`config.mk`:
```
export PLATFORM = sky130hd
export DESIGN_NAME = ama_riscv_id_ex_reg_flat
export DESIGN_NICKNAME = d
export VERILOG_FILES = /design/src/rtl/ama_riscv_id_ex_reg_if.sv /design/src/rtl/ama_riscv_id_ex_reg.sv /design/src/flat_wrapper.sv
export SDC_FILE = /design/constraint.sdc
export NUM_CORES = 1
export LEC_CHECK = 0
export BUFFER_PORTS_ARGS = -buffer_cell sky130_fd_sc_hd__buf_2
export CORE_MARGIN = 1.5
export CORE_UTILIZATION = 35
export CTS_CLUSTER_SIZE = 28
export DETAILED_ROUTE_END_ITERATION = 8
export PLACE_DENSITY_LB_ADDON = 0.08
export SYNTH_ARGS = -nofsm -noshare
export SYNTH_HDL_FRONTEND = slang
export SYNTH_SLANG_ARGS = --single-unit
```
`constraint.sdc`:
```
create_clock -name clk -period 1.9 [get_ports clk]
set_clock_uncertainty 0.05 [all_clocks]
set_input_delay 0.38 -clock clk [delete_from_list [all_inputs] [get_ports clk]]
set_output_delay 0.38 -clock clk [all_outputs]
set_load 0.05 [all_outputs]
```
`src/rtl/ama_riscv_id_ex_reg_if.sv`:
```
// ID/EX pipeline bundle: decode-side fields driven into the register and
// their registered EX-side copies.
interface ama_riscv_id_ex_reg_if #(
   parameter int XLEN = 32
);
   logic            inst_valid_id;
   logic [XLEN-1:0] pc_id;
   logic [XLEN-1:0] rs1_data_id;
   logic [XLEN-1:0] rs2_data_id;
   logic [XLEN-1:0] imm_id;
   logic [4:0]      rs1_id;
   logic [4:0]      rs2_id;
   logic [4:0]      rd_id;
   logic            reg_we_id;
   logic            load_inst_id;
   logic            store_inst_id;
   logic            branch_inst_id;
   logic [3:0]      alu_op_id;
   logic [1:0]      alu_a_sel_fwd_id;
   logic [1:0]      alu_b_sel_fwd_id;
   logic            bc_a_sel_fwd_id;
   logic            bcs_b_sel_fwd_id;

   logic            valid_ex;
   logic [XLEN-1:0] pc_ex;
   logic [XLEN-1:0] rs1_data_ex;
   logic [XLEN-1:0] rs2_data_ex;
   logic [XLEN-1:0] imm_ex;
   logic [4:0]      rs1_ex;
   logic [4:0]      rs2_ex;
   logic [4:0]      rd_ex;
   logic            reg_we_ex;
   logic            load_inst_ex;
   logic            store_inst_ex;
   logic            branch_inst_ex;
   logic [3:0]      alu_op_ex;
   logic [1:0]      alu_a_sel_fwd_ex;
   logic [1:0]      alu_b_sel_fwd_ex;
   logic            bc_a_sel_fwd_ex;
   logic            bcs_b_sel_fwd_ex;

   modport master (
      output inst_valid_id, pc_id, rs1_data_id, rs2_data_id, imm_id,
             rs1_id, rs2_id, rd_id, reg_we_id, load_inst_id, store_inst_id,
             branch_inst_id, alu_op_id, alu_a_sel_fwd_id, alu_b_sel_fwd_id,
             bc_a_sel_fwd_id, bcs_b_sel_fwd_id,
      input  valid_ex, pc_ex, rs1_data_ex, rs2_data_ex, imm_ex,
             rs1_ex, rs2_ex, rd_ex, reg_we_ex, load_inst_ex, store_inst_ex,
             branch_inst_ex, alu_op_ex, alu_a_sel_fwd_ex, alu_b_sel_fwd_ex,
             bc_a_sel_fwd_ex, bcs_b_sel_fwd_ex
   );

   modport slave (
      input  inst_valid_id, pc_id, rs1_data_id, rs2_data_id, imm_id,
             rs1_id, rs2_id, rd_id, reg_we_id, load_inst_id, store_inst_id,
             branch_inst_id, alu_op_id, alu_a_sel_fwd_id, alu_b_sel_fwd_id,
             bc_a_sel_fwd_id, bcs_b_sel_fwd_id,
      output valid_ex, pc_ex, rs1_data_ex, rs2_data_ex, imm_ex,
             rs1_ex, rs2_ex, rd_ex, reg_we_ex, load_inst_ex, store_inst_ex,
             branch_inst_ex, alu_op_ex, alu_a_sel_fwd_ex, alu_b_sel_fwd_ex,
             bc_a_sel_fwd_ex, bcs_b_sel_fwd_ex
   );
endinterface

```
`src/rtl/ama_riscv_id_ex_reg.sv`:
```
// ID/EX pipeline register with load-use bubble insertion, global hold,
// branch flush and saturating stall/bubble counters.
module ama_riscv_id_ex_reg #(
   parameter int XLEN  = 32,
   parameter int CNT_W = 16
) (
   input  logic             clk,
   input  logic             rst_n,
   input  logic             stall_in,
   input  logic             flush,
   ama_riscv_id_ex_reg_if.slave bus,
   output logic             load_use_stall,
   output logic             stall_id,
   output logic [CNT_W-1:0] stall_cnt,
   output logic [CNT_W-1:0] bubble_cnt
);
   // valid + four XLEN words + three 5-bit regs + 4 flags + alu_op + 6 sel bits
   localparam int FW = 4*XLEN + 30;

   logic [FW-1:0]    id_bundle;
   logic [FW-1:0]    ex_reg;
   logic [FW-1:0]    ex_next;
   logic             bubble;
   logic [CNT_W-1:0] stall_cnt_reg;
   logic [CNT_W-1:0] bubble_cnt_reg;

   assign id_bundle = {bus.inst_valid_id, bus.pc_id, bus.rs1_data_id, bus.rs2_data_id,
                       bus.imm_id, bus.rs1_id, bus.rs2_id, bus.rd_id, bus.reg_we_id,
                       bus.load_inst_id, bus.store_inst_id, bus.branch_inst_id,
                       bus.alu_op_id, bus.alu_a_sel_fwd_id, bus.alu_b_sel_fwd_id,
                       bus.bc_a_sel_fwd_id, bus.bcs_b_sel_fwd_id};

   assign {bus.valid_ex, bus.pc_ex, bus.rs1_data_ex, bus.rs2_data_ex,
           bus.imm_ex, bus.rs1_ex, bus.rs2_ex, bus.rd_ex, bus.reg_we_ex,
           bus.load_inst_ex, bus.store_inst_ex, bus.branch_inst_ex,
           bus.alu_op_ex, bus.alu_a_sel_fwd_ex, bus.alu_b_sel_fwd_ex,
           bus.bc_a_sel_fwd_ex, bus.bcs_b_sel_fwd_ex} = ex_reg;

   // A flush already kills the dependent ID instr, so no stall is needed then.
   assign load_use_stall = bus.valid_ex & bus.load_inst_ex & (bus.rd_ex != 5'd0)
                         & bus.inst_valid_id & ~flush
                         & ((bus.rs1_id == bus.rd_ex) | (bus.rs2_id == bus.rd_ex));
   assign stall_id   = load_use_stall | stall_in;
   assign bubble     = ~stall_in & (flush | load_use_stall);
   assign stall_cnt  = stall_cnt_reg;
   assign bubble_cnt = bubble_cnt_reg;

   always_comb begin
      ex_next = ex_reg;
      if (!stall_in) begin
         ex_next = bubble ? '0 : id_bundle;
      end
   end

   always_ff @(posedge clk or negedge rst_n) begin
      if (!rst_n) begin
         ex_reg         <= '0;
         stall_cnt_reg  <= '0;
         bubble_cnt_reg <= '0;
      end else begin
         ex_reg <= ex_next;
         if (stall_id && (stall_cnt_reg != '1)) begin
            stall_cnt_reg <= stall_cnt_reg + 1'b1;
         end
         if (bubble && (bubble_cnt_reg != '1)) begin
            bubble_cnt_reg <= bubble_cnt_reg + 1'b1;
         end
      end
   end
endmodule

```
`src/flat_wrapper.sv`:
```
// flat-port wrapper written by rule: the top's interface ports become plain ports
module ama_riscv_id_ex_reg_flat 
#(
   parameter int XLEN  = 32,
   parameter int CNT_W = 16
)
  (clk, rst_n, stall_in, flush, load_use_stall, stall_id, stall_cnt, bubble_cnt, bus_inst_valid_id, bus_pc_id, bus_rs1_data_id, bus_rs2_data_id, bus_imm_id, bus_rs1_id, bus_rs2_id, bus_rd_id, bus_reg_we_id, bus_load_inst_id, bus_store_inst_id, bus_branch_inst_id, bus_alu_op_id, bus_alu_a_sel_fwd_id, bus_alu_b_sel_fwd_id, bus_bc_a_sel_fwd_id, bus_bcs_b_sel_fwd_id, bus_valid_ex, bus_pc_ex, bus_rs1_data_ex, bus_rs2_data_ex, bus_imm_ex, bus_rs1_ex, bus_rs2_ex, bus_rd_ex, bus_reg_we_ex, bus_load_inst_ex, bus_store_inst_ex, bus_branch_inst_ex, bus_alu_op_ex, bus_alu_a_sel_fwd_ex, bus_alu_b_sel_fwd_ex, bus_bc_a_sel_fwd_ex, bus_bcs_b_sel_fwd_ex);
  ama_riscv_id_ex_reg_if #(.XLEN(XLEN)) bus_i ();
  input  logic clk;
  input  logic rst_n;
  input  logic stall_in;
  input  logic flush;
  output logic load_use_stall;
  output logic stall_id;
  output logic [CNT_W-1:0] stall_cnt;
  output logic [CNT_W-1:0] bubble_cnt;
  input wire logic [$bits(bus_i.inst_valid_id)-1:0] bus_inst_valid_id;
  input wire logic [$bits(bus_i.pc_id)-1:0] bus_pc_id;
  input wire logic [$bits(bus_i.rs1_data_id)-1:0] bus_rs1_data_id;
  input wire logic [$bits(bus_i.rs2_data_id)-1:0] bus_rs2_data_id;
  input wire logic [$bits(bus_i.imm_id)-1:0] bus_imm_id;
  input wire logic [$bits(bus_i.rs1_id)-1:0] bus_rs1_id;
  input wire logic [$bits(bus_i.rs2_id)-1:0] bus_rs2_id;
  input wire logic [$bits(bus_i.rd_id)-1:0] bus_rd_id;
  input wire logic [$bits(bus_i.reg_we_id)-1:0] bus_reg_we_id;
  input wire logic [$bits(bus_i.load_inst_id)-1:0] bus_load_inst_id;
  input wire logic [$bits(bus_i.store_inst_id)-1:0] bus_store_inst_id;
  input wire logic [$bits(bus_i.branch_inst_id)-1:0] bus_branch_inst_id;
  input wire logic [$bits(bus_i.alu_op_id)-1:0] bus_alu_op_id;
  input wire logic [$bits(bus_i.alu_a_sel_fwd_id)-1:0] bus_alu_a_sel_fwd_id;
  input wire logic [$bits(bus_i.alu_b_sel_fwd_id)-1:0] bus_alu_b_sel_fwd_id;
  input wire logic [$bits(bus_i.bc_a_sel_fwd_id)-1:0] bus_bc_a_sel_fwd_id;
  input wire logic [$bits(bus_i.bcs_b_sel_fwd_id)-1:0] bus_bcs_b_sel_fwd_id;
  output wire logic [$bits(bus_i.valid_ex)-1:0] bus_valid_ex;
  output wire logic [$bits(bus_i.pc_ex)-1:0] bus_pc_ex;
  output wire logic [$bits(bus_i.rs1_data_ex)-1:0] bus_rs1_data_ex;
  output wire logic [$bits(bus_i.rs2_data_ex)-1:0] bus_rs2_data_ex;
  output wire logic [$bits(bus_i.imm_ex)-1:0] bus_imm_ex;
  output wire logic [$bits(bus_i.rs1_ex)-1:0] bus_rs1_ex;
  output wire logic [$bits(bus_i.rs2_ex)-1:0] bus_rs2_ex;
  output wire logic [$bits(bus_i.rd_ex)-1:0] bus_rd_ex;
  output wire logic [$bits(bus_i.reg_we_ex)-1:0] bus_reg_we_ex;
  output wire logic [$bits(bus_i.load_inst_ex)-1:0] bus_load_inst_ex;
  output wire logic [$bits(bus_i.store_inst_ex)-1:0] bus_store_inst_ex;
  output wire logic [$bits(bus_i.branch_inst_ex)-1:0] bus_branch_inst_ex;
  output wire logic [$bits(bus_i.alu_op_ex)-1:0] bus_alu_op_ex;
  output wire logic [$bits(bus_i.alu_a_sel_fwd_ex)-1:0] bus_alu_a_sel_fwd_ex;
  output wire logic [$bits(bus_i.alu_b_sel_fwd_ex)-1:0] bus_alu_b_sel_fwd_ex;
  output wire logic [$bits(bus_i.bc_a_sel_fwd_ex)-1:0] bus_bc_a_sel_fwd_ex;
  output wire logic [$bits(bus_i.bcs_b_sel_fwd_ex)-1:0] bus_bcs_b_sel_fwd_ex;
  assign bus_i.inst_valid_id = bus_inst_valid_id;
  assign bus_i.pc_id = bus_pc_id;
  assign bus_i.rs1_data_id = bus_rs1_data_id;
  assign bus_i.rs2_data_id = bus_rs2_data_id;
  assign bus_i.imm_id = bus_imm_id;
  assign bus_i.rs1_id = bus_rs1_id;
  assign bus_i.rs2_id = bus_rs2_id;
  assign bus_i.rd_id = bus_rd_id;
  assign bus_i.reg_we_id = bus_reg_we_id;
  assign bus_i.load_inst_id = bus_load_inst_id;
  assign bus_i.store_inst_id = bus_store_inst_id;
  assign bus_i.branch_inst_id = bus_branch_inst_id;
  assign bus_i.alu_op_id = bus_alu_op_id;
  assign bus_i.alu_a_sel_fwd_id = bus_alu_a_sel_fwd_id;
  assign bus_i.alu_b_sel_fwd_id = bus_alu_b_sel_fwd_id;
  assign bus_i.bc_a_sel_fwd_id = bus_bc_a_sel_fwd_id;
  assign bus_i.bcs_b_sel_fwd_id = bus_bcs_b_sel_fwd_id;
  assign bus_valid_ex = bus_i.valid_ex;
  assign bus_pc_ex = bus_i.pc_ex;
  assign bus_rs1_data_ex = bus_i.rs1_data_ex;
  assign bus_rs2_data_ex = bus_i.rs2_data_ex;
  assign bus_imm_ex = bus_i.imm_ex;
  assign bus_rs1_ex = bus_i.rs1_ex;
  assign bus_rs2_ex = bus_i.rs2_ex;
  assign bus_rd_ex = bus_i.rd_ex;
  assign bus_reg_we_ex = bus_i.reg_we_ex;
  assign bus_load_inst_ex = bus_i.load_inst_ex;
  assign bus_store_inst_ex = bus_i.store_inst_ex;
  assign bus_branch_inst_ex = bus_i.branch_inst_ex;
  assign bus_alu_op_ex = bus_i.alu_op_ex;
  assign bus_alu_a_sel_fwd_ex = bus_i.alu_a_sel_fwd_ex;
  assign bus_alu_b_sel_fwd_ex = bus_i.alu_b_sel_fwd_ex;
  assign bus_bc_a_sel_fwd_ex = bus_i.bc_a_sel_fwd_ex;
  assign bus_bcs_b_sel_fwd_ex = bus_i.bcs_b_sel_fwd_ex;
  ama_riscv_id_ex_reg #(.XLEN(XLEN), .CNT_W(CNT_W)) u_core (.clk(clk), .rst_n(rst_n), .stall_in(stall_in), .flush(flush), .bus(bus_i), .load_use_stall(load_use_stall), .stall_id(stall_id), .stall_cnt(stall_cnt), .bubble_cnt(bubble_cnt));
endmodule
```
Word level (Yosys, flattened, before mapping). Cells that the tools add are included.

Memory bits (writable): 0. Input port bits: 162. Register bits: 190. Memory bits (read-only): 0. Latch bits: 0. Logic and storage cells: 24. Output and inout bits: 192. Memories: 0.

Multiplexer cells: 1. Order comparisons: 0. Divide/modulo/power cells: 0. Multiply operators: 0. Shift operators: 0. Reductions and logical operators: 3. Equal/unequal tests: 4. Bitwise logic cells: 11. $add $sub $neg: 2.

Operator list (number): $mux 158 (1); $add 16x1->16 const B (2); $ne 16x16->1 const B (2); $eq 5x5->1 (2); $and 1x1->1 (6); $reduce_bool 5->1 (1); $or 1x1->1 (3); $logic_and 1x1->1 (2); $not 1->1 (2).

Logic depth before layout (Yosys ltp). Gate-level depths: netlist of the first run.

Depth in word-level cells: 8. Gate-level depth with buffers: 8. Gate-level depth less buffers: 7.

Worst setup path after synthesis of the first run. OpenSTA, ideal clock, no wires.

Kind: register -> output. Start point: register u_core.ex_reg[15]. End point: output port load_use_stall. Setup slack: -0.418 ns. Required time: 1.470 ns. Buffers on the path: 0. Stages on the path, launching flop included: 5. Data arrival time: 1.888 ns. Path through: dfrtp_1 xor2_1 nor3_1 a22oi_2 nor2_1.

Word-level cells in the longest chain between the ends: 5. Elaborated cells between the ends (all ways): 8. Classes of those cells: eq/ne: 2; bitwise: 5; reduce/logical: 1.

RTL lines: start: declaration (RTL line ama_riscv_id_ex_reg.sv:21) `logic [FW-1:0] ex_reg;`; start signal: assignment (RTL line ama_riscv_id_ex_reg.sv:61) `ex_reg <= ex_next;`; $reduce_bool 5->1 (RTL line ama_riscv_id_ex_reg.sv:40) `assign load_use_stall = bus.valid_ex & bus.load_inst_ex & (bus.rd_ex != 5'd0)`; $and 1x1->1 (RTL line ama_riscv_id_ex_reg.sv:40); $and 1x1->1 (2 in a row) (RTL line ama_riscv_id_ex_reg.sv:41) `& bus.inst_valid_id & ~flush`; $and 1x1->1 (*) (RTL line ama_riscv_id_ex_reg.sv:42) `& ((bus.rs1_id == bus.rd_ex) | (bus.rs2_id == bus.rd_ex));`; end: declaration (RTL line flat_wrapper.sv:13) `output logic load_use_stall;`.

Mark *: on every way between the ends. The rest lies on a longest branch, timed or not.

Worst setup path in the final report of the first run.
Start point: register u_core.ex_reg[16]. End point: output port stall_id.

Word-level cells in the longest chain between the ends: 6. Elaborated cells between the ends (all ways): 9. Classes of those cells: eq/ne: 2; bitwise: 6; reduce/logical: 1.

RTL lines: $reduce_bool 5->1 (RTL line ama_riscv_id_ex_reg.sv:40); $and 1x1->1 (RTL line ama_riscv_id_ex_reg.sv:40); $and 1x1->1 (2 in a row) (RTL line ama_riscv_id_ex_reg.sv:41); $and 1x1->1 (*) (RTL line ama_riscv_id_ex_reg.sv:42); $or 1x1->1 (*) (RTL line ama_riscv_id_ex_reg.sv:43) `assign stall_id = load_use_stall | stall_in;`; end: declaration (RTL line flat_wrapper.sv:14) `output logic stall_id;`.

Marked as above.

==> results of run 1 <==
## worst max-delay path, cell delays in order (launching register included)
cell and delay, ns:
dfrtp_2 0.44, xor2_1 0.16, nor3_2 0.20, a22oi_2 0.10, buf_6 0.15, o21bai_4 0.15, buf_8 0.17
## synthesized netlist by cell type (3+ instances only)
| cell type | instances | area share, % |
|---|---|---|
| nand3_1 | 10 | 0.68 |
| buf_2 | 4 | 0.27 |
| xor2_1 | 14 | 1.7 |
| and2_1 | 3 | 0.26 |
| mux2_2 | 3 | 0.46 |
| nor3_1 | 6 | 0.41 |
| nand2_1 | 19 | 0.97 |
| and3_1 | 4 | 0.34 |
| and4_1 | 5 | 0.60 |
| clkbuf_1 | 20 | 1.0 |
| a31oi_1 | 3 | 0.26 |
| nor2_1 | 7 | 0.36 |
| dfrtp_1 | 190 | 65 |
| nand4_1 | 8 | 0.68 |
| buf_6 | 14 | 2.1 |
| xnor2_1 | 22 | 2.6 |
| a22o_1 | 157 | 19 |
## cells by family (layout without fill, tap and decap cells)
kind of cell,Yosys count,count (layout)
AND/OR/NAND/NOR,79,79
multiplexers,3,3
flip-flops,190,190
AO/OA/AOI/OAI,169,169
adder cells (fa/ha/maj),2,2
other,0,1
XOR/XNOR,36,36
buffers and inverters,39,462
## routing by layer
layer / vias to the layer above / global-route usage, %
li1: 2782 / -
met1: 2973 / 25.65
met2: 278 / 34.39
met3: 36 / 5.617
met4: 0 / 7.921
met5: - / 0
## worst min-delay path by stage
stage / end / start / cells past startpoint
3_5_place_dp: u_core.ex_reg[124] / rst_n / 1
4_1_cts: u_core.ex_reg[101] / bus_rs1_data_id[8] / 2
6_report: u_core.ex_reg[101] / bus_rs1_data_id[8] / 2
3_3_place_gp: u_core.ex_reg[124] / rst_n / 1
2_1_floorplan: u_core.bubble_cnt[0] / rst_n / 0
5_1_grt: u_core.ex_reg[99] / bus_rs1_data_id[6] / 2
## power breakdown
group	total [uW]	internal [uW]	switching (uW)
combinational	3310	1050	2260
sequential	4780	4470	314
clock	3410	1760	1640
## area by class of cell
class / instances / area [sq um] / area share (%)
diodes: 1 / 2.502 / 0.02294
clock buffers: 18 / 439.2 / 4.026
clock inverters: 13 / 127.6 / 1.170
multi-input cells: 289 / 2421 / 22.20
flip-flops and latches: 190 / 4788 / 43.90
well taps: 270 / 337.8 / 3.097
repair buffers: 431 / 2791 / 25.59
## stage by stage
step,setup TNS (ns),cells
6_report,-21.56,1212
5_1_grt,-38.30,1212
4_1_cts,-21.64,1208
3_5_place_dp,-21.13,1150
3_3_place_gp,-14.01,1150
2_1_floorplan,-3.209,518
## timing repair
action / 4_1_cts / 5_1_grt
hold buffers: 1 / 0
cloned: 9 / 0
setup buffers: 20 / 3
hold endpoints to repair: 42 / 0
endpoints found under the setup margin: 171 / 191
gates resized for setup: 44 / 11
pin swaps: 18 / 7
==> results.sh, run 1 <==
export IMPL_status="finished with violations"
export IMPL_violations="negative setup slack"
export IMPL_syn_to_final_growth_pct=48.52
export IMPL_core_sq_um=20430
export IMPL_dp_hpwl_um=15710
export IMPL_rsz0062_at_grt="yes"
export IMPL_met3WireLength_um=1759
export IMPL_slew_limit_headroom_pct=63.38
export IMPL_timing_final_hold_violations=0
export IMPL_cp_startpoint="u_core.ex_reg[16]"
export IMPL_cts_tree="yes"
export IMPL_routabilityCongestion=0.7882
export IMPL_synth_compound_area_share_pct=20.10
export IMPL_ys_types=41
export IMPL_clk_latency_ns=0.42
export IMPL_globalRouteOverflowTotal=0
export IMPL_drc=0
export IMPL_largest_reg_flops=158
export IMPL_syn_cell_area_sq_um=7345
export IMPL_worstPathArrival_ns=1.79
export IMPL_synth_xor_area_share_pct=4.293
export IMPL_crit_type="register to output port"
export IMPL_ys_async_sr_fraction_pct=100.0
export IMPL_crit_end="stall_id"
export IMPL_start_util_pct=35.95
export IMPL_ys_seq_elements=190
export IMPL_fill_cells=1803
export IMPL_clk_path_buf_depth=2
export IMPL_fin_crit_sh_pct=117.1
export IMPL_syn_avg_cell_area_sq_um=14.18
export IMPL_cts_htree_levels=4
export IMPL_power_total_uw=11490
export IMPL_postSynthCellCount=518
export IMPL_clock_fmax_mhz=449.5
export IMPL_first_pass_iters=4
export IMPL_track_usage_pct=20.66
export IMPL_leakagePower_uw=0.005738
export IMPL_drtAntennaViolNets=0
export IMPL_antenna_found_initial=2
export IMPL_grt_pass1_wl_um=35090
export IMPL_synth_top_flop_cell="dfrtp_1"
export IMPL_syn_num_nets=682
export IMPL_synth_edf_count=0
export IMPL_final_area_sq_um=10910
export IMPL_synthSimpleGateAreaFrac_pct=6.525
export IMPL_layout_commonest_cell="buf_2"
export IMPL_reg2reg_slack_ns=-0.25
export IMPL_cts_buffers=17
export IMPL_drt_initial_drc_count=214
export IMPL_grt_pass1_vias=6380
export IMPL_synth_area_mux_share_pct=0.4600
export IMPL_clock_sinks=190
export IMPL_final_util_pct=53.39
export IMPL_synth_yosys_seq_area_share_pct=64.74
export IMPL_fp_row_count=52
export IMPL_finalMaxSlewViolations=0
export IMPL_dieHeight_um=147.9
export IMPL_postPlaceCellArea_sq_um=9726
export IMPL_wl_met1_um=9305
export IMPL_maxCapViolCount=0
export IMPL_start_kind="register"
export IMPL_io_pins=354
export IMPL_cts_root_buf="clkbuf_16"
export IMPL_yosysWarnings=0
export IMPL_holdWs_ns=0.1135
export IMPL_io_buffer_count=353
export IMPL_layout_common_cells="buf_2, dfrtp_1, a22o_1, buf_4, dfrtp_2"
export IMPL_viasPerCell=5.007
export IMPL_path_clk_slew_ns=0.08
export IMPL_grt_max_degree=106
export IMPL_wl_per_cell_um=18.54
export IMPL_reg2reg_depth=11
export IMPL_power_density_nw_per_um2=1054
export IMPL_drive_gt1_share_pct=54.62
export IMPL_dieArea_sq_um=21860
export IMPL_top_layer_used="met4"
export IMPL_num_nets_final=1093
export IMPL_dr_wl_met2_um=10890
export IMPL_critPathCaptureType="output port"
export IMPL_final_min_clock_period_ns=2.225
export IMPL_routed_wl_um=22470
export IMPL_irDropWorstVdd_uv=481.5
export IMPL_vias=6069
export IMPL_synthAdderAreaFrac_pct=0.3407
export IMPL_worstReg2RegStart="u_core.ex_reg[16]"
export IMPL_required_ns=1.47
export IMPL_r2r_end="u_core.ex_reg[107]"
export IMPL_setup_viol_count_final=172
export IMPL_die_w_um=147.9
export IMPL_setup_slack_ns=-0.3249
export IMPL_worst_pin_slew_ns=0.5492
export IMPL_hold_class="primary input to register"
export IMPL_critical_path_max_fanout=3
export IMPL_synth_top_family_by_area="compound AO/OA/AOI/OAI gates"
export IMPL_pre_cts_ws_ns=-0.1987
No activity file was read; power rests on OpenSTA's default activity.
==> run 2, diff against run 1 <==
--- a/config.mk
+++ b/config.mk
@@ -11,6 +11,7 @@
 export CTS_CLUSTER_SIZE = 28
 export DETAILED_ROUTE_END_ITERATION = 8
 export PLACE_DENSITY_LB_ADDON = 0.08
+export SETUP_SLACK_MARGIN = 0.2
 export SYNTH_ARGS = -nofsm -noshare
 export SYNTH_HDL_FRONTEND = slang
 export SYNTH_SLANG_ARGS = --single-unit
==> run 2 against run 1 <==
  * The flow still finishes with violations (negative setup slack)
  * Sequential share of layout area fell by 3.3 points
  * Critical path depth rose by 5
  * Clock-buffer cell count did not move
  * Non-clock buffer count rose by 25
  * Worst hold slack got worse by 0.012 ns
  * Sequential power barely moved
  * Utilization rose by 4.4 points
  * First-iteration DRC count rose by 34%
  * Critical endpoint is now u_core.ex_reg[63]
==> results.sh, run 2 (synthesis gave the netlist of run 1 again) <==
export IMPL_drc=0
export IMPL_required_ns=2.17
export IMPL_fill_cells=1728
export IMPL_io_buffer_count=353
export IMPL_drive_gt1_share_pct=59.26
export IMPL_whs_path_depth=2
export IMPL_vias=6217
export IMPL_start_util_pct=35.95
export IMPL_placedCellCount=1154
export IMPL_clk_latency_ns=0.44
export IMPL_routed_wl_um=24770
export IMPL_setup_slack_ns=-0.3674
export IMPL_io_pins=354
export IMPL_worst_pin_slew_ns=0.5523
export IMPL_critical_path_max_fanout=6
export IMPL_reg2reg_depth=11
export IMPL_antenna_cells=0
export IMPL_track_usage_pct=22.77
export IMPL_fp_row_count=52
export IMPL_clock_sinks=190
export IMPL_rsz0062_at_grt="yes"
export IMPL_r2r_end="u_core.ex_reg[63]"
export IMPL_clock_fmax_mhz=441.0
export IMPL_crit_path_top_delay_cell="dfrtp_2"
export IMPL_cp_slowest_stage_delay_ns=0.46
export IMPL_worstPathArrival_ns=2.54
export IMPL_viasPerCell=5.026
export IMPL_first_pass_iters=4
export IMPL_crit_chain="xor2_2, nor3_2, a22oi_2, buf_4, o21bai_4, nor2_4, buf_8, buf_12, buf_12, buf_16, a22o_1"
export IMPL_final_min_clock_period_ns=2.267
export IMPL_die_w_um=147.9
export IMPL_postPlaceCellArea_sq_um=9819
export IMPL_start_kind="register"
export IMPL_timing_final_hold_violations=0
export IMPL_layout_commonest_cell="buf_2"
export IMPL_cts_buffers=17
export IMPL_maxCapViolCount=0
export IMPL_grt_max_degree=71
export IMPL_cts_root_buf="clkbuf_16"
export IMPL_final_area_sq_um=11810
export IMPL_holdWs_ns=0.1017
export IMPL_hold_class="primary input to register"
export IMPL_drt_initial_drc_count=286
export IMPL_path_clk_slew_ns=0.08
export IMPL_cp_common_cell="buf_12"
export IMPL_drtAntennaViolNets=0
export IMPL_fin_cells=1237
export IMPL_min_from="bus_rs1_data_id[9]"
export IMPL_dp_hpwl_um=15880
export IMPL_setup_viol_count_final=178
export IMPL_reg2reg_slack_ns=-0.37
export IMPL_violations="negative setup slack"
export IMPL_cts_tree="yes"
export IMPL_grt_pass1_vias=6664
export IMPL_power_density_nw_per_um2=1022
export IMPL_final_util_pct=57.79
export IMPL_core_sq_um=20430
export IMPL_status="finished with violations"
export IMPL_crit_type="register to register"
export IMPL_antenna_found_initial=0
export IMPL_fin_crit_sh_pct=119.3
export IMPL_irDropWorstVdd_uv=541.4
export IMPL_globalRouteOverflowTotal=0
export IMPL_dieArea_sq_um=21860
export IMPL_slew_limit_headroom_pct=62.66
export IMPL_critPathCaptureType="register"
export IMPL_layout_common_cells="buf_2, dfrtp_1, a22o_1, buf_4, dfrtp_2"
export IMPL_leakagePower_uw=0.006171
export IMPL_clk_path_buf_depth=2
export IMPL_routabilityCongestion=0.7854
export IMPL_num_nets_final=1118
export IMPL_cts_htree_levels=4
export IMPL_dieHeight_um=147.9
export IMPL_syn_to_final_growth_pct=60.75
export IMPL_min_to="u_core.ex_reg[102]"
export IMPL_largest_reg_flops=158
export IMPL_wl_per_cell_um=20.03
export IMPL_worstReg2RegStart="u_core.ex_reg[18]"
export IMPL_grt_pass1_wl_um=38180
export IMPL_finalMaxSlewViolations=0
run 2: cell count changes in the layout (fill, tap and decap cells not counted), sizes merged:
cell | before | now
buf | 428 | 453
bufbuf | 1 | 0
bufinv | 0 | 1
clkbuf | 19 | 20
clkinv | 4 | 6
clkinvlp | 3 | 1
diode | 1 | 0
run 2: worst max-delay path: cells and delay by family (launching register included):
kind	cells	cell delay (ns)
buffers and inverters	5	0.74
XOR/XNOR	1	0.16
flip-flops	1	0.46
AND/OR/NAND/NOR	2	0.27
AO/OA/AOI/OAI	3	0.47
run 2: worst max-delay path by stage:
| stage | start | to | slack, ns | cells after the start |
|---|---|---|---|---|
| final | u_core.ex_reg[18] | u_core.ex_reg[63] | -0.37 | 11 |
| after global routing | u_core.ex_reg[18] | u_core.ex_reg[70] | -0.46 | 11 |
| after CTS | u_core.ex_reg[16] | stall_id | -0.41 | 5 |
| after detailed placement | bus_rs2_id[4] | u_core.ex_reg[88] | -0.19 | 8 |
| after global placement | bus_rs1_id[4] | stall_id | -0.15 | 6 |
| after floorplan | u_core.ex_reg[18] | u_core.bubble_cnt[8] | -0.11 | 6 |
run 2: final cells by class:
cell class	count	area, sq um	area share, %
clock buffers	18	439.2	3.720
clock inverters	14	175.2	1.484
multi-input cells	289	2609	22.10
flip-flops and latches	190	4793	40.60
well taps	270	337.8	2.861
repair buffers	456	3452	29.24
run 2: metal layers:
layer  track usage [%]  part of all wire [%]  vias to the layer above
met5                 0                     0                        -
met4             8.614                   2.7                        0
met3             5.309                   6.9                       39
met2             39.02                    50                      287
met1             27.92                    41                     3049
li1                  -                     -                     2842
run 2: through the flow:
step	power [uW]	TNS (ns)	worst slack, ns
6_report	12060	-50.66	-0.3674
3_5_place_dp	8079	-21.67	-0.1899
5_1_grt	12580	-67.68	-0.4628
3_3_place_gp	8016	-16.34	-0.1475
4_1_cts	12120	-56.24	-0.4095
2_1_floorplan	7000	-7.761	-0.1111
run 2: timing repair:
item / in CTS / in global routing
hold buffers: 1 / 0
hold endpoints to repair: 41 / 0
setup buffers: 24 / 0
setup endpoints to repair: 191 / 193
gates cloned: 26 / 0
resized for setup: 80 / 24
pin swaps: 27 / 24
run 2: where the power goes:
part	leakage (uW)	switching, uW	internal, uW
Clock	0.000297	1740	1930
Sequential	0.00243	329	4470
Combinational	0.00344	2360	1230
==> run 3, diff against run 2 <==
--- a/config.mk
+++ b/config.mk
@@ -5,6 +5,7 @@
 export SDC_FILE = /design/constraint.sdc
 export NUM_CORES = 1
 export LEC_CHECK = 0
+export ABC_AREA = 1
 export BUFFER_PORTS_ARGS = -buffer_cell sky130_fd_sc_hd__buf_2
 export CORE_MARGIN = 1.5
 export CORE_UTILIZATION = 35
==> run 3 against run 2 <==
  * The run still ends with negative setup slack left
  * Fmax is 8.0% higher
  * Utilization is 4.4 points lower
  * Combinational power is 15% lower
  * Setup slack improved by 0.17 ns
  * Die area increased by 13%
  * Sequential power down 3%
  * Global-route usage shrank 0.81 points
  * Clock power shrank 4%
  * First-iteration DRC count rose by 46%
  * Synthesized cell count up 93%
  * Critical endpoint is now stall_id
  * Largest cell class unchanged
==> results.sh, run 3 <==
export IMPL_clock_sinks=190
export IMPL_critPathCaptureType="output port"
export IMPL_ys_seq_elements=190
export IMPL_p_sw_uw=4151
export IMPL_drt_initial_drc_count=418
export IMPL_syn_to_final_growth_pct=49.84
export IMPL_fin_crit_sh_pct=110.5
export IMPL_syn_avg_cell_area_sq_um=8.319
export IMPL_yosysTopAreaCellShare_pct=57.04
export IMPL_core_sq_um=23400
export IMPL_drive_gt1_share_pct=37.72
export IMPL_grt_pass1_wl_um=41980
export IMPL_crit_type="register to output port"
export IMPL_leakagePower_uw=0.006532
export IMPL_whs_path_depth=3
export IMPL_layout_common_cells="nand2_1, buf_2, dfrtp_1, o21ai_1"
export IMPL_synth_top_flop_cell="dfrtp_1"
export IMPL_power_frac_seq_pct=41.5
export IMPL_synth_common_cells="nand2_1, dfrtp_1, o21ai_0"
export IMPL_die_w_um=157.3
export IMPL_worstPathArrival_ns=1.67
export IMPL_routed_wl_um=29160
export IMPL_track_usage_pct=21.96
export IMPL_grt_max_degree=154
export IMPL_wl_per_cell_um=16.89
export IMPL_cp_slowest_stage_delay_ns=0.45
export IMPL_io_pins=354
export IMPL_fp_row_count=56
export IMPL_path_clk_slew_ns=0.08
export IMPL_clk_latency_ns=0.42
export IMPL_violations="negative setup slack"
export IMPL_reg2reg_slack_ns=-0.08
export IMPL_dieHeight_um=157.3
export IMPL_largest_reg_flops=158
export IMPL_status="finished with violations"
export IMPL_holdWs_ns=0.1361
export IMPL_ys_async_sr_fraction_pct=100.0
export IMPL_setup_viol_count_final=113
export IMPL_clock_fmax_mhz=476.4
export IMPL_finalMaxSlewViolations=0
export IMPL_num_nets_final=1556
export IMPL_syn_cell_area_sq_um=8335
export IMPL_setup_slack_ns=-0.1992
export IMPL_power_total_uw=11250
export IMPL_crit_path_top_delay_cell="dfrtp_2"
export IMPL_fin_cells=1727
export IMPL_viasPerCell=4.722
export IMPL_slew_limit_headroom_pct=49.39
export IMPL_layout_commonest_cell="nand2_1"
export IMPL_cp_common_cell="nor2_1"
export IMPL_synth_area_leaders="dfrtp_1, nand2_1, o21ai_0, nand3_1, inv_1"
export IMPL_globalRouteOverflowTotal=0
export IMPL_io_buffer_count=353
export IMPL_timing_final_hold_violations=0
export IMPL_synth_yosys_seq_area_share_pct=57.04
export IMPL_ys_types=27
export IMPL_yosysMostFrequentCell="nand2_1"
export IMPL_yosys_area_top_type="dfrtp_1"
export IMPL_reg2reg_depth=12
export IMPL_final_util_pct=53.37
export IMPL_dieArea_sq_um=24750
export IMPL_worst_pin_slew_ns=0.7592
export IMPL_drtAntennaViolNets=0
export IMPL_antenna_found_initial=4
export IMPL_postSynthCellCount=1002
export IMPL_syn_num_nets=1166
export IMPL_hold_class="primary input to register"
export IMPL_first_pass_iters=5
export IMPL_power_frac_clock_pct=31.4
export IMPL_vias=8155
export IMPL_power_density_nw_per_um2=900.7
export IMPL_drc=0
export IMPL_routabilityCongestion=0.8643
export IMPL_cts_tree="yes"
export IMPL_final_min_clock_period_ns=2.099
export IMPL_cts_buffers=17
export IMPL_critical_path_max_fanout=6
export IMPL_maxCapViolCount=0
export IMPL_comb_power_share_pct=27.2
export IMPL_crit_chain="nor2_1, nor2_1, nor2_1, nand3_1, nand2_2, nand2_4, nand2_8, buf_8"
export IMPL_dp_hpwl_um=18120
export IMPL_start_util_pct=35.62
export IMPL_p_int_uw=7098
export IMPL_synth_edf_count=0
export IMPL_placedCellCount=1632
export IMPL_cts_root_buf="clkbuf_16"
export IMPL_rsz0062_at_grt="yes"
export IMPL_swShare_pct=36.91
export IMPL_start_kind="register"
export IMPL_yosysWarnings=0
export IMPL_clk_path_buf_depth=2
export IMPL_cts_htree_levels=4
export IMPL_grt_pass1_vias=7535
export IMPL_irDropWorstVdd_uv=554.0
export IMPL_required_ns=1.47
==> run 3: cell types whose count changed after synthesis, moves of 14 or more <==
cell / change
nand2_1: +408
a22o_1: -157
o21ai_0: +155
inv_1: +41
nand3_1: +24
nor2_1: +20
clkbuf_1: +16
xnor2_1: -14
==> run 3: logic make-up after synthesis <==
| family | count (synthesis) | synth area share (%) |
|---|---|---|
| AO/OA/AOI/OAI | 161 | 9.742 |
| XOR/XNOR | 18 | 1.891 |
| adder cells (fa/ha/maj) | 2 | 0.3002 |
| buffers and inverters | 106 | 5.554 |
| flip-flops | 190 | 57.04 |
| AND/OR/NAND/NOR | 525 | 25.47 |
==> run 3: metal layers <==
metal | up-vias | routed length [um] | track usage, %
li1 | 4021 | - | -
met1 | 3831 | 11960 | 26.67
met2 | 268 | 14680 | 37.59
met3 | 33 | 1975 | 6.112
met4 | 2 | 530 | 7.143
met5 | - | 12 | 0
==> run 3: cell type report <==
class	count	area, sq um
multi-input cells	711	3436
fillers	2283	10910
flip-flops and latches	190	4777
clock buffers	19	452.9
diodes	3	7.507
repair buffers	428	3123
inverters	44	173.9
well taps	319	399.1
clock inverters	13	120.1
==> run 3: power groups by stage <==
stage | Clock, uW | Combinational, uW | Sequential (uW)
after floorplan | 0 | 616 | 5930
after global placement | 0 | 2710 | 4740
after detailed placement | 0 | 2720 | 4750
after CTS | 3640 | 2870 | 4660
after global routing | 3770 | 3260 | 4710
final | 3530 | 3060 | 4670
==> run 3: timing repair <==
item / 4_1_cts / 5_1_grt
endpoints found under the setup margin: 100 / 193
hold buffers: 1 / 0
hold endpoints to repair: 34 / 0
resized for setup: 26 / 165
pin swaps: 5 / 13
gates cloned: 12 / 19
setup buffers: 10 / 18
==> run 3: worst paths after layout <==
kind,to,from
max,stall_id,u_core.ex_reg[14]
max in group asynchronous,u_core.bubble_cnt[2],rst_n
min,u_core.ex_reg[122],bus_rs1_data_id[29]
min reg2reg,u_core.ex_reg[91],u_core.ex_reg[91]
min in group asynchronous,u_core.ex_reg[80],rst_n
max reg2reg,u_core.ex_reg[22],u_core.ex_reg[14]
==> run 3: worst max-delay path: cells and delay by family, from the launching register on <==
kind                   cells  cell delay, ns
buffers and inverters      1            0.15
and+or+nand+nor            7            0.64
DFF                        1            0.45
==> run 3: stage by stage <==
step / TNS [ns] / instance area (sq um) / setup slack [ns]
5_1_grt: -28.53 / 12490 / -0.3354
3_3_place_gp: 0 / 10630 / 0.04396
2_1_floorplan: 0 / 8463 / 0.06432
3_5_place_dp: 0 / 10630 / 0.04332
6_report: -4.427 / 12490 / -0.1992
4_1_cts: -0.5696 / 11700 / -0.2452
